### config.mk
export PLATFORM = sky130hd
export DESIGN_NAME = i2c_target_responder
export DESIGN_NICKNAME = d
export VERILOG_FILES = /design/src/rtl/i2c_target_responder.sv
export SDC_FILE = /design/constraint.sdc
export NUM_CORES = 1
export LEC_CHECK = 0
export CORE_MARGIN = 2
export CORE_UTILIZATION = 40
export DETAILED_ROUTE_END_ITERATION = 16
export PLACE_DENSITY_LB_ADDON = 0.05
export SLEW_MARGIN = 10
export SYNTH_ARGS = -nofsm -noshare
export SYNTH_HDL_FRONTEND = slang
export SYNTH_SLANG_ARGS = --single-unit
### constraint.sdc
create_clock -name clk -period 2.72 [get_ports clk]
set_input_delay 0.408 -clock clk [delete_from_list [all_inputs] [get_ports clk]]
set_output_delay 0.408 -clock clk [all_outputs]
set_load 0.1 [all_outputs]
### src/rtl/i2c_target_responder.sv
// rtl/i2c_target_responder.sv - I2C target: address match, write capture, read supply, ACK/NACK.
// Optional I2C_GENERAL_CALL_EN: also ACK the general-call write address byte 8'h00 and flag it on gc_hit.
module i2c_target_responder #(
    parameter logic [6:0] TARGET_ADDR = 7'h22,
    parameter int         SYNC_STAGES = 2
) (
    input  logic       clk,
    input  logic       rst_n,
    input  logic       scl_i,
    input  logic       sda_i,
    output logic       sda_oe,
    output logic [7:0] wr_data,
    output logic       wr_valid,
    output logic       rd_req,
    input  logic [7:0] rd_data,
    output logic       op,
    output logic       start_det,
    output logic       stop_det,
`ifdef I2C_GENERAL_CALL_EN
    output logic       gc_hit,
`endif
    output logic       busy
);
    localparam logic [2:0] ST_IDLE      = 3'd0;
    localparam logic [2:0] ST_ADDRESS   = 3'd1;
    localparam logic [2:0] ST_ADDR_ACK  = 3'd2;
    localparam logic [2:0] ST_WRITEDATA = 3'd3;
    localparam logic [2:0] ST_WR_ACK    = 3'd4;
    localparam logic [2:0] ST_READDATA  = 3'd5;
    localparam logic [2:0] ST_RD_ACK    = 3'd6;
    localparam logic [2:0] ST_IGNORE    = 3'd7;

    logic [SYNC_STAGES-1:0] scl_sync_q, sda_sync_q;
    logic       scl_d1_q, sda_d1_q;
    logic [2:0] state_q, state_d;
    logic [3:0] cnt_q, cnt_d;
    logic [7:0] shift_q, shift_d;
    logic [7:0] wr_data_q, wr_data_d;
    logic       sda_oe_q, sda_oe_d;
    logic       wr_valid_q, wr_valid_d;
    logic       rd_req_q, rd_req_d;
    logic       op_q, op_d;
    logic       busy_q, busy_d;
    logic       start_det_q, stop_det_q;
    logic       gc_q, gc_d;

    // Bus idles high, so synchronizers reset to 1 to avoid a phantom START/STOP.
    wire scl_s      = scl_sync_q[SYNC_STAGES-1];
    wire sda_s      = sda_sync_q[SYNC_STAGES-1];
    wire scl_rise   = scl_s & ~scl_d1_q;
    wire scl_fall   = ~scl_s & scl_d1_q;
    wire start_cond = scl_s & sda_d1_q & ~sda_s;
    wire stop_cond  = scl_s & ~sda_d1_q & sda_s;
    wire [7:0] rx_byte = {shift_q[6:0], sda_s};
    wire is_gc      = (rx_byte == 8'h00);
`ifdef I2C_GENERAL_CALL_EN
    wire addr_hit   = (rx_byte[7:1] == TARGET_ADDR) || is_gc;
`else
    wire addr_hit   = (rx_byte[7:1] == TARGET_ADDR);
`endif

    always_comb begin
        state_d    = state_q;
        cnt_d      = cnt_q;
        shift_d    = shift_q;
        wr_data_d  = wr_data_q;
        sda_oe_d   = sda_oe_q;
        wr_valid_d = 1'b0;
        rd_req_d   = 1'b0;
        op_d       = op_q;
        busy_d     = busy_q;
        gc_d       = gc_q;
        if (start_cond) begin
            state_d  = ST_ADDRESS;
            cnt_d    = 4'd0;
            sda_oe_d = 1'b0;
            busy_d   = 1'b0;
            gc_d     = 1'b0;
        end else if (stop_cond) begin
            state_d  = ST_IDLE;
            cnt_d    = 4'd0;
            sda_oe_d = 1'b0;
            busy_d   = 1'b0;
            gc_d     = 1'b0;
        end else begin
            case (state_q)
                ST_ADDRESS: if (scl_rise) begin
                    shift_d = rx_byte;
                    cnt_d   = cnt_q + 4'd1;
                    if (cnt_q == 4'd7) begin
                        if (addr_hit) begin
                            op_d    = rx_byte[0];
                            busy_d  = 1'b1;
                            gc_d    = is_gc;
                            state_d = ST_ADDR_ACK;
                        end else begin
                            busy_d  = 1'b0;
                            state_d = ST_IGNORE;
                        end
                    end
                end
                // cnt 8 = after 8th rise (drive ACK on next fall); cnt 9 = after ACK clock rise.
                ST_ADDR_ACK, ST_WR_ACK: if (scl_rise) begin
                    cnt_d = cnt_q + 4'd1;
                end else if (scl_fall) begin
                    if (cnt_q == 4'd8) begin
                        sda_oe_d = 1'b1;
                        if (state_q == ST_ADDR_ACK && op_q) rd_req_d = 1'b1;
                    end else if (cnt_q == 4'd9) begin
                        cnt_d = 4'd0;
                        if (state_q == ST_ADDR_ACK && op_q) begin
                            shift_d  = rd_data;
                            sda_oe_d = ~rd_data[7];
                            state_d  = ST_READDATA;
                        end else begin
                            sda_oe_d = 1'b0;
                            state_d  = ST_WRITEDATA;
                        end
                    end
                end
                ST_WRITEDATA: if (scl_rise) begin
                    shift_d = rx_byte;
                    cnt_d   = cnt_q + 4'd1;
                    if (cnt_q == 4'd7) begin
                        wr_data_d  = rx_byte;
                        wr_valid_d = 1'b1;
                        state_d    = ST_WR_ACK;
                    end
                end
                ST_READDATA: if (scl_rise) begin
                    cnt_d = cnt_q + 4'd1;
                end else if (scl_fall) begin
                    if (cnt_q == 4'd8) begin
                        sda_oe_d = 1'b0;
                        state_d  = ST_RD_ACK;
                    end else begin
                        shift_d  = {shift_q[6:0], 1'b0};
                        sda_oe_d = ~shift_q[6];
                    end
                end
                ST_RD_ACK: if (scl_rise) begin
                    cnt_d = cnt_q + 4'd1;
                    if (sda_s) state_d = ST_IGNORE;
                    else       rd_req_d = 1'b1;
                end else if (scl_fall && cnt_q == 4'd9) begin
                    shift_d  = rd_data;
                    sda_oe_d = ~rd_data[7];
                    cnt_d    = 4'd0;
                    state_d  = ST_READDATA;
                end
                ST_IGNORE: sda_oe_d = 1'b0;
                default: ;
            endcase
        end
    end

    always_ff @(posedge clk or negedge rst_n) begin
        if (!rst_n) begin
            scl_sync_q  <= '1;
            sda_sync_q  <= '1;
            scl_d1_q    <= 1'b1;
            sda_d1_q    <= 1'b1;
            state_q     <= ST_IDLE;
            cnt_q       <= 4'd0;
            shift_q     <= 8'h00;
            wr_data_q   <= 8'h00;
            sda_oe_q    <= 1'b0;
            wr_valid_q  <= 1'b0;
            rd_req_q    <= 1'b0;
            op_q        <= 1'b0;
            busy_q      <= 1'b0;
            gc_q        <= 1'b0;
            start_det_q <= 1'b0;
            stop_det_q  <= 1'b0;
        end else begin
            scl_sync_q  <= {scl_sync_q[SYNC_STAGES-2:0], scl_i};
            sda_sync_q  <= {sda_sync_q[SYNC_STAGES-2:0], sda_i};
            scl_d1_q    <= scl_s;
            sda_d1_q    <= sda_s;
            state_q     <= state_d;
            cnt_q       <= cnt_d;
            shift_q     <= shift_d;
            wr_data_q   <= wr_data_d;
            sda_oe_q    <= sda_oe_d;
            wr_valid_q  <= wr_valid_d;
            rd_req_q    <= rd_req_d;
            op_q        <= op_d;
            busy_q      <= busy_d;
            gc_q        <= gc_d;
            start_det_q <= start_cond;
            stop_det_q  <= stop_cond;
        end
    end

    assign sda_oe    = sda_oe_q;
    assign wr_data   = wr_data_q;
    assign wr_valid  = wr_valid_q;
    assign rd_req    = rd_req_q;
    assign op        = op_q;
    assign busy      = busy_q;
    assign start_det = start_det_q;
    assign stop_det  = stop_det_q;
`ifdef I2C_GENERAL_CALL_EN
    assign gc_hit    = gc_q;
`endif
endmodule

; ---- Yosys cells after proc, flatten, opt, wreduce, memory -nomap -nowiden
; Cells that the tools add are included.
[totals]
ff_bits = 35
latchBits = 0
mem_bits_rw = 0
rom_bits = 0
input_bits = 12
out_inout_bits = 15
elab_cells = 165
n_memories = 0
[classes]
n_addsub = 1
multipliers = 0
n_div = 0
order_cmp = 0
n_eq_ne = 42
shifts = 0
mux = 74
bitwise_logic = 14
reduce_logical = 19
[ops]
columns = op, n
row1 = $mux 7, 11
row2 = $mux 3, 18
row3 = $ne 4x4->1 const B, 13
row4 = $mux 4, 9
row5 = $mux 1, 31
row6 = $ne 5x5->1 const B, 6
row7 = $pmux 7 s4, 1
row8 = $reduce_and 14->1, 2
row9 = $ne 2x2->1 const B, 10
row10 = $pmux 3 s5, 1
row11 = $eq 3x3->1 const B, 4
row12 = $pmux 4 s3, 1
row13 = $reduce_and 6->1, 2
row14 = $reduce_bool 3->1, 3
row15 = $eq 4x4->1 const B, 2
row16 = $not 1->1, 8
row17 = $reduce_and 8->1, 1
row18 = $eq 7x6->1 const B, 1
row19 = $reduce_bool 7->1, 1
row20 = $and 1x1->1, 6
row21 = $eq 3x2->1 const B, 2
row22 = $reduce_bool 6->1, 1
row23 = $reduce_and 5->1, 1
row24 = $reduce_bool 5->1, 1
row25 = other kinds (12), 14

; ---- Logic depth before layout (Yosys ltp)
; Gate-level depths: netlist (run 1).
[logic_depth]
ltp_word = 10
depth_mapped = 7
mapped_depth_nobuf = 7

; ---- Worst setup path before layout (run 1)
; Ideal clock, no wire load.
[synth_timing]
path_kind = register to register
startpoint = register op_q (netlist: op)
endpoint = register shift_q[0]
setup_ns = 0.125
arrival_time_ns = 2.021
t_required_ns = 2.595
path_slack_ns = 0.574
stages_incl_launch_ff = 5
n_path_buf = 0
synth_period_minus_slack_ns = 2.146
cell_sequence = dfrtp_1 o21ai_0 a21oi_4 nand4_4 mux2_4
[synth_via]
elab_chain_len = 3
[synth_rtl]
columns = item, line
row1 = start: declaration, 42  ; logic op_q, op_d;
row2 = start signal: assignment, 187  ; op_q <= op_d;
row3 = $logic_and 1x1->1, 111  ; if (state_q == ST_ADDR_ACK && op_q) begin
row4 = $ne 2x2->1 (no source line), --
row5 = $reduce_and 14->1 (no source line), --
row6 = end signal: assignment, 182  ; shift_q <= shift_d;
row7 = end: declaration, 37  ; logic [7:0] shift_q, shift_d;
; Every way passes these cells.
; A chain may end at the register's enable or synchronous reset.

; ---- Worst setup path in the final report (run 1)
[layout_timing]
startpoint = register state_q[2]
endpoint = register state_q[0]
[layout_via]
elab_chain_len = 5
word_cells_on_any_way = 25
cone_classes = eq/ne (19) / mux (3) / reduce/logical (3)
[layout_rtl]
columns = item, line
row1 = start: declaration, 35  ; logic [2:0] state_q, state_d;
row2 = start signal: assignment, 180  ; state_q <= state_d;
row3 = $eq 3x2->1 or $eq 3x3->1 (tied branches), 86  ; case (state_q)
row4 = $reduce_or 2->1, 86
row5 = $pmux 3 s5, 86
row6 = $mux 3, 79  ; end else if (stop_cond) begin
row7 = $mux 3, 73  ; if (start_cond) begin
; Several ways; a longest one is shown, not always the timed one.

==> results of run 1 <==
-- cells in the final DEF, fill, tap and decap left out, types with 2 or more instances in the layout --
cell type,instances
mux2i_1,2
dfrtp_1,29
o21ai_0,9
dfstp_2,6
or3_1,2
a211oi_1,2
clkdlybuf4s50_1,11
a21oi_1,8
nor3_1,2
nand2_1,7
and2b_1,2
o21ai_1,4
o221ai_1,2
nor2b_1,2
inv_1,6
buf_4,18
and4b_1,2
mux2_4,7
mux2_1,16
a21o_1,3
clkbuf_8,5
and2_1,2
ha_1,6
nand3b_1,2
nor4_1,2
nand3_1,8
nor4b_1,2
nor2_1,10
nand2b_1,5
xor2_1,2
and3b_1,4
-- power groups by stage --
stage / Clock, mW / Combinational (mW) / Sequential [mW]
floorplan: 0 / 0.730 / 0.750
global placement: 0 / 0.838 / 0.803
detailed placement: 0 / 0.848 / 0.807
CTS: 0.381 / 0.853 / 0.799
global route: 0.404 / 0.927 / 0.826
finish: 0.367 / 0.845 / 0.801
-- Yosys cell counts (all sizes together), types with 4 or more instances --
| cell | instances | area share, % |
|---|---|---|
| nand3 | 8 | 1.9 |
| inv | 6 | 1.1 |
| nand2b | 5 | 1.5 |
| buf | 8 | 3.5 |
| ha | 6 | 3.5 |
| nor2 | 11 | 2.1 |
| mux2 | 23 | 13 |
| dfrtp | 29 | 34 |
| dfstp | 6 | 7.4 |
| nand2 | 8 | 1.5 |
| and3b | 4 | 1.6 |
| a21oi | 9 | 2.6 |
| o21ai | 14 | 3.5 |
| nor4 | 4 | 2.2 |
-- path summary, 6_finish.rpt --
path	slack, ps	end	start
max	420	state_q[0]	state_q[2]
min	360	sda_sync_q[1]	sda_sync_q[0]
max reg2reg	420	state_q[0]	state_q[2]
min reg2reg	360	sda_sync_q[1]	sda_sync_q[0]
max in group asynchronous	1830	scl_d1_q	rst_n
min in group asynchronous	540	sda_oe	rst_n
-- logic make-up after synthesis --
| family | after synthesis | share of synthesized area (%) |
|---|---|---|
| XOR/XNOR | 3 | 1.24 |
| flip-flops | 35 | 41.6 |
| AND/OR/NAND/NOR | 63 | 19.9 |
| AO/OA/AOI/OAI | 43 | 13.9 |
| adder cells (fa/ha/maj) | 7 | 4.00 |
| multiplexers | 25 | 14.4 |
| buffers and inverters | 17 | 5.06 |
-- state kept, by name, summed over array words and instances, names as in the netlist --
register and flops:
wr_data 8, shift_q 7, cnt_q 4, state_q 3, scl_sync_q 2, sda_sync_q 2, busy 1, op 1
rd_req 1, scl_d1_q 1, sda_d1_q 1, sda_oe 1, start_det 1, stop_det 1, wr_valid 1
-- per-layer routing --
metal / vias to the layer above / part of all wire (%) / track usage (%)
li1: 768 / - / -
met4: 0 / 1.1 / 5.64
met2: 40 / 48 / 26.3
met1: 768 / 47 / 21.0
met3: 5 / 3.8 / 3.06
met5: - / 0 / 0
-- metrics by stage --
step	std cells	hold slack [ps]	utilization (%)
final	289	358	48.1
after CTS	289	360	48.1
after detailed placement	281	349	46.5
after global routing	289	364	48.1
after global placement	281	346	46.5
after floorplan	193	112	-
-- layout make-up --
type	instances	area [um2]
Fill cell	499	2650
Multi-Input combinational cell	141	1130
Sequential cell	35	883
Timing Repair Buffer	29	245
Tap cell	70	87.6
Clock buffer	6	72.6
Inverter	6	22.5
Clock inverter	2	12.5
==> results.yml, run 1 <==
die:
  die_w_um: 76.9
  core_area_mm2: 0.00511
  start_util_pct: 41.6
  fp.dieH_um: 76.9
  die-area_mm2: 0.00591
  placementRows: 26
  ioPinCount: 27
routing:
  vias: 1581
  first_pass_iters: 4
  ant_nets: 0
  vias_per_cell: 5.47
  drcViolationCount: 0
  drt_wl_total_um: 4560
  routedWlPerCell_um: 15.8
  drt-initial-drc-count: 54
grt:
  grt_pass1_vias: 1512
  grt_overflow: 0
  grt_start_max_net_pins: 36
  track_usage_pct: 16.0
  grt_pass1_wl_um: 7510
  grt_antenna_before_repair: 0
outcome:
  status: "completed"
logic_synthesis:
  seq_area_frac_synth_pct: 41.6
  synthCells: 193
  postSynth.asyncResetShare_pct: 100
  postSynthAreaPerCell_um2: 11.0
  synth_warnings: 0
  synth_flop_cell: "dfrtp_1"
  yosys.cell_types.count: 60
  synth_fp_nets: 211
  synth_edf_count: 0
  synth-seq-cells: 35
  syn_area_mm2: 0.00213
job:
  cap_violations: 0
setup_path:
  crit_chain: "ha_1 > a211oi_1 > nor4_4 > a21oi_1 > mux2_1"
  worstSetupPathType: "reg -> reg"
  max_stage_delay_ps: 880
  critPathRequiredTime_ps: 2890
  ff2ff_path_depth: 5
  worst-path-stages: 5
  worstPathMaxFanout: 26
  start_kind: "register"
  cp.buffers_inverters: 0
  end_kind: "register"
  cp.arrival_ps: 2470
  critical_path.top_delay_family: "flip-flops"
  critPathSlowestCell: "dfrtp_1"
sta:
  period_needed_ps: 2300
  max_freq_mhz: 435
  relSlewSlack_pct: 45.4
  rsz0062_at_grt: "false"
  fin_ws_ps: 420
  finClkSkew_ps: 6.63
  drv_slew: 0
  finalHoldViolations: 0
  fin_crit_sh_pct: 84.6
  setup_viol: 0
  worstMarginPinSlew_ps: 820
  tns_ps: 0
clocking:
  cts_resized: 0
  path_clk_slew_ps: 70
  clk_latency_ps: 290
  cts_tree: "yes"
  hold_buffers: 0
  cts_root_buf: "clkbuf_8"
  cts_setup_buffers: 0
  cts_buffers: 5
  htreeDepth: 2
  clkSinkCount: 35
  clockBufferDepth: 2
placed_design:
  place_ws_ps: 445
  numPortBuffers: 26
  place_hpwl_um: 3230
  placed_area_mm2: 0.00237
  gp_congestion: 0.817
power_and_ir_drop:
  power_mw: 2.01
  switchingPower_mw: 0.798
  clkPwrFrac_pct: 18.2
  ir_drop_v: 0.000319
  leakage_nw: 1.10
  power.density_mw_per_mm2: 819
  swShare_pct: 39.6
  pwr-share-comb_pct: 42.0
  power_frac_seq_pct: 39.8
  p_int_mw: 1.22
layout:
  fin_area_mm2: 0.00246
  drive_above_1_share_pct: 21.9
  area_delta_synth_final_pct: 15.7
  diodes: 0
  nets: 236
hold_path:
  whs_path_depth: 0
  hold_class: "reg -> reg"
Note: power is estimated with default switching activity, not from simulation.
==> inputs of run 2 (changes only) <==
==> constraint.sdc (replaced) <==
create_clock -name clk -period 2 [get_ports clk]
set_input_delay 0.3 -clock clk [delete_from_list [all_inputs] [get_ports clk]]
set_output_delay 0.3 -clock clk [all_outputs]
set_load 0.1 [all_outputs]
==> results.yml, run 2 (same netlist as run 1, synthesis figures left out) <==
power_and_ir_drop:
  leakage_nw: 1.28
  ir_drop_v: 0.000598
  power.density_mw_per_mm2: 1150
layout:
  drive_above_1_share_pct: 38.6
  layoutNonFillerInstCount: 316
  largest_register_ff_count: 8
  multiInputGateArea_mm2: 0.00123
  final_cell_mix: "43 x buf_4, 26 x dfrtp_1, 15 x mux2_1"
  regArea_um2: 887
  nets: 263
  diodes: 0
  nFillCells: 469
  final_common_cell: "buf_4"
  area_delta_synth_final_pct: 31.6
setup_path:
  critPathRequiredTime_ps: 2170
  critical_path.top_delay_family: "simple AND/OR/NAND/NOR gates"
  max_stage_delay_ps: 550
  crit_chain: "inv_2 > ha_4 > and4b_2 > nor4_4 > nor4_4 > a21oi_2 > mux2_4"
  worstSetupPathType: "reg -> reg"
  cpMostUsedCell: "nor4_4"
  critPathSlowestCell: "dfstp_2"
  worstPathMaxFanout: 4
  cp.buffers_inverters: 1
  start_kind: "register"
  cp.arrival_ps: 2170
  end_kind: "register"
clocking:
  cts_root_buf: "clkbuf_8"
  clockBufferDepth: 2
  clkSinkCount: 35
  clk_latency_ps: 280
  cts_buffers: 5
  htreeDepth: 2
  cts_tree: "yes"
  path_clk_slew_ps: 70
grt:
  grt_antenna_before_repair: 0
  grt_start_max_net_pins: 36
  grt_overflow: 0
  grt_pass1_vias: 1686
  grt_pass1_wl_um: 8310
  track_usage_pct: 17.6
placed_design:
  dp_cells: 301
  gp_congestion: 0.845
  place_hpwl_um: 3610
  place_ws_ps: 18.3
  numPortBuffers: 26
routing:
  vias_per_cell: 5.58
  drt-initial-drc-count: 118
  ant_nets: 0
  drt_wl_total_um: 5240
  routedWlPerCell_um: 16.6
  drcViolationCount: 0
  first_pass_iters: 4
  vias: 1763
die:
  start_util_pct: 41.6
  die_w_um: 76.9
  fp.dieH_um: 76.9
  core_area_mm2: 0.00511
  die-area_mm2: 0.00591
  placementRows: 26
  ioPinCount: 27
hold_path:
  hold_class: "reg -> reg"
sta:
  rsz0062_at_grt: "true"
  max_freq_mhz: 500
  setup_viol: 0
  relSlewSlack_pct: 70.1
  drv_slew: 0
  period_needed_ps: 2000
  fin_ws_ps: 1.76
  finalHoldViolations: 0
  fin_crit_sh_pct: 99.9
  finClkSkew_ps: 6.25
  worstMarginPinSlew_ps: 449
job:
  cap_violations: 0
outcome:
  status: "completed"
-- run 2: what timing repair did --
item / 4_1_cts / 5_1_grt
setup buffers: 0 / 6
hold buffers: 0 / 0
resized for setup: 0 / 28
setup endpoints to repair: 0 / 20
-- run 2: worst paths after layout --
kind                               startpoint  depth (start not counted)  slack (ps)            end
worst max-delay path            scl_sync_q[1]                          7           2     state_q[0]
worst min-delay path            scl_sync_q[0]                          0         360  scl_sync_q[1]
worst max register to register  scl_sync_q[1]                          7           2     state_q[0]
worst min register to register  scl_sync_q[0]                          0         360  scl_sync_q[1]
max in group asynchronous               rst_n                          2        1210       sda_d1_q
min in group asynchronous               rst_n                          2         430         sda_oe
-- run 2: metal layers --
metal	up-vias	wire [um]	global-route usage [%]	share of wire (%)
met5	-	0	0	0
met2	55	2630	30.0	50
met1	873	2260	22.8	43
met3	13	264	3.29	5.0
li1	822	-	-	-
met4	0	82	5.09	1.6
-- run 2: per-stage QoR --
stage / power (mW) / setup TNS (ps) / hold slack [ps] / instance area, um2 / utilization (%)
2_1_floorplan: 2.01 / 0 / 4.41 / 2130 / -
3_3_place_gp: 2.43 / 0 / 347 / 2520 / 49.4
3_5_place_dp: 2.45 / 0 / 349 / 2520 / 49.4
4_1_cts: 3.12 / 0 / 355 / 2640 / 51.7
5_1_grt: 3.44 / -54.1 / 359 / 2800 / 54.8
6_report: 3.23 / 0 / 356 / 2800 / 54.8
-- run 2: report_power, final --
group	total [mW]	switching [mW]	internal, mW
registers	1.04	0.191	0.853
clock network	0.658	0.255	0.403
logic	1.53	0.755	0.774
-- run 2: layout make-up --
type,instances,share of cell area [%]
repair buffers,56,16.3
flip-flops and latches,35,31.7
multi-input cells,141,43.9
inverters,6,0.805
clock buffers,6,2.95
clock inverters,2,1.25
well taps,70,3.13
==> inputs of run 3 (changes only) <==
--- a/config.mk
+++ b/config.mk
@@ -13,3 +13,4 @@
 export SYNTH_ARGS = -nofsm -noshare
 export SYNTH_HDL_FRONTEND = slang
 export SYNTH_SLANG_ARGS = --single-unit
+export TNS_END_PERCENT = 1
==> results.yml, run 3 (same netlist as run 1, synthesis figures left out) <==
grt:
  grt_pass1_wl_um: 8310
  track_usage_pct: 17.6
  grt_start_max_net_pins: 36
  grt_pass1_vias: 1686
  grt_antenna_before_repair: 0
  grt_overflow: 0
power_and_ir_drop:
  leakage_nw: 1.27
  power_mw: 3.23
  ir_drop_v: 0.000597
  power.density_mw_per_mm2: 1160
setup_path:
  critPathRequiredTime_ps: 2170
  crit_chain: "inv_2 > ha_4 > and4b_2 > nor4_4 > nor4_4 > a21oi_2 > mux2_4"
  cpMostUsedCell: "nor4_4"
  worst-path-stages: 7
  cp.buffers_inverters: 1
  critical_path.top_delay_family: "simple AND/OR/NAND/NOR gates"
  crit_path_end: "state_q[0]"
  critPathLaunch: "scl_sync_q[1]"
  max_stage_delay_ps: 550
  worstPathMaxFanout: 4
  cp.arrival_ps: 2160
  end_kind: "register"
  start_kind: "register"
  reg2reg_from: "scl_sync_q[1]"
  worstSetupPathType: "reg -> reg"
  r2r-end: "state_q[0]"
  critPathSlowestCell: "dfstp_2"
  ff2ff_setup_slack_ps: 9
  ff2ff_path_depth: 7
placed_design:
  gp_congestion: 0.845
  numPortBuffers: 26
  place_hpwl_um: 3610
hold_path:
  hold_class: "reg -> reg"
clocking:
  htreeDepth: 2
  clk_latency_ps: 280
  clockBufferDepth: 2
  cts_root_buf: "clkbuf_8"
  clkSinkCount: 35
  cts_buffers: 5
  cts_tree: "yes"
  path_clk_slew_ps: 70
  hold_buffers: 0
routing:
  top_layer: "met4"
  drt-met1-wl_um: 2310
  ant_nets: 0
  drt_wl_total_um: 5120
  drcViolationCount: 0
  first_pass_iters: 4
  vias_per_cell: 5.45
  drt-initial-drc-count: 121
  vias: 1718
  wl_met3_um: 231
  dr_wl_met2_um: 2530
  routedWlPerCell_um: 16.2
sta:
  rsz0062_at_grt: "true"
  drv_slew: 0
  finalHoldViolations: 0
  finClkSkew_ps: 5.31
  setup_viol: 0
  relSlewSlack_pct: 70.1
  max_freq_mhz: 502
  fin_crit_sh_pct: 99.6
  worstMarginPinSlew_ps: 448
  period_needed_ps: 1990
layout:
  largest_register_ff_count: 8
  multiInputGateArea_mm2: 0.00123
  drive_above_1_share_pct: 38.4
  area_delta_synth_final_pct: 31.3
  final_cell_mix: "42 x buf_4, 26 x dfrtp_1, 15 x mux2_1"
  nFillCells: 467
  final_core_util_pct: 54.6
  final_common_cell: "buf_4"
  regArea_um2: 887
  diodes: 0
  nets: 262
die:
  die_w_um: 76.9
  start_util_pct: 41.6
  ioPinCount: 27
  core_area_mm2: 0.00511
  fp.dieH_um: 76.9
  die-area_mm2: 0.00591
  placementRows: 26
job:
  cap_violations: 0
outcome:
  status: "completed"
[run 3: cell count changes in the layout (fill, tap and decap cells not counted)]
| cell | previous run | this run |
|---|---|---|
| nor2b_2 | 1 | 0 |
| ha_1 | 5 | 4 |
| buf_4 | 43 | 42 |
| nor2b_1 | 1 | 2 |
| ha_2 | 0 | 1 |
[run 3: cell type report]
type,count,area share (%)
Clock buffer,6,2.96
Clock inverter,2,1.26
Multi-Input combinational cell,141,44.0
Sequential cell,35,31.8
Tap cell,70,3.14
Timing Repair Buffer,55,16.1
Inverter,6,0.807
[run 3: repair_timing]
action,CTS,global route
gates resized for setup,0,28
setup endpoints to repair,0,20
setup buffers,0,5
[run 3: per-layer routing]
metal  vias to the layer above  GRT usage (%)
met5                         -              0
met4                         0           5.09
met3                         5           3.29
met2                        37           30.0
met1                       857           22.8
li1                        819              -
[run 3: metrics by stage]
step	TNS (ps)	cells	hold WS, ps	setup WS (ps)	cell area [um2]
6_report	0	315	356	8.62	2790
5_1_grt	-64.6	315	359	-43.3	2790
4_1_cts	0	309	355	1.67	2640
3_5_place_dp	0	301	349	18.3	2520
3_3_place_gp	0	301	347	58.3	2520
2_1_floorplan	0	193	4.41	34.7	2130
[run 3: worst reg2reg max path: stages (launching register included)]
cell and delay (ps):
dfstp_2 550, inv_2 50, ha_4 160, and4b_2 270, nor4_4 310, nor4_4 60, a21oi_2 160, mux2_4 310
[run 3: worst min-delay path by stage]
stage	to	slack, ps	cells past startpoint	startpoint
CTS	scl_sync_q[1]	360	0	scl_sync_q[0]
detailed placement	sda_sync_q[1]	350	0	sda_sync_q[0]
floorplan	busy	4	0	rst_n
finish	scl_sync_q[1]	360	0	scl_sync_q[0]
global route	scl_sync_q[1]	360	0	scl_sync_q[0]
global placement	sda_sync_q[1]	350	0	sda_sync_q[0]
[run 3: report_power, final]
group / internal (mW) / switching, mW / total [mW] / leakage (nW)
logic: 0.772 / 0.751 / 1.52 / 0.767
clock network: 0.403 / 0.257 / 0.660 / 0.0612
registers: 0.853 / 0.191 / 1.04 / 0.443
total: 2.03 / 1.20 / 3.23 / 1.27
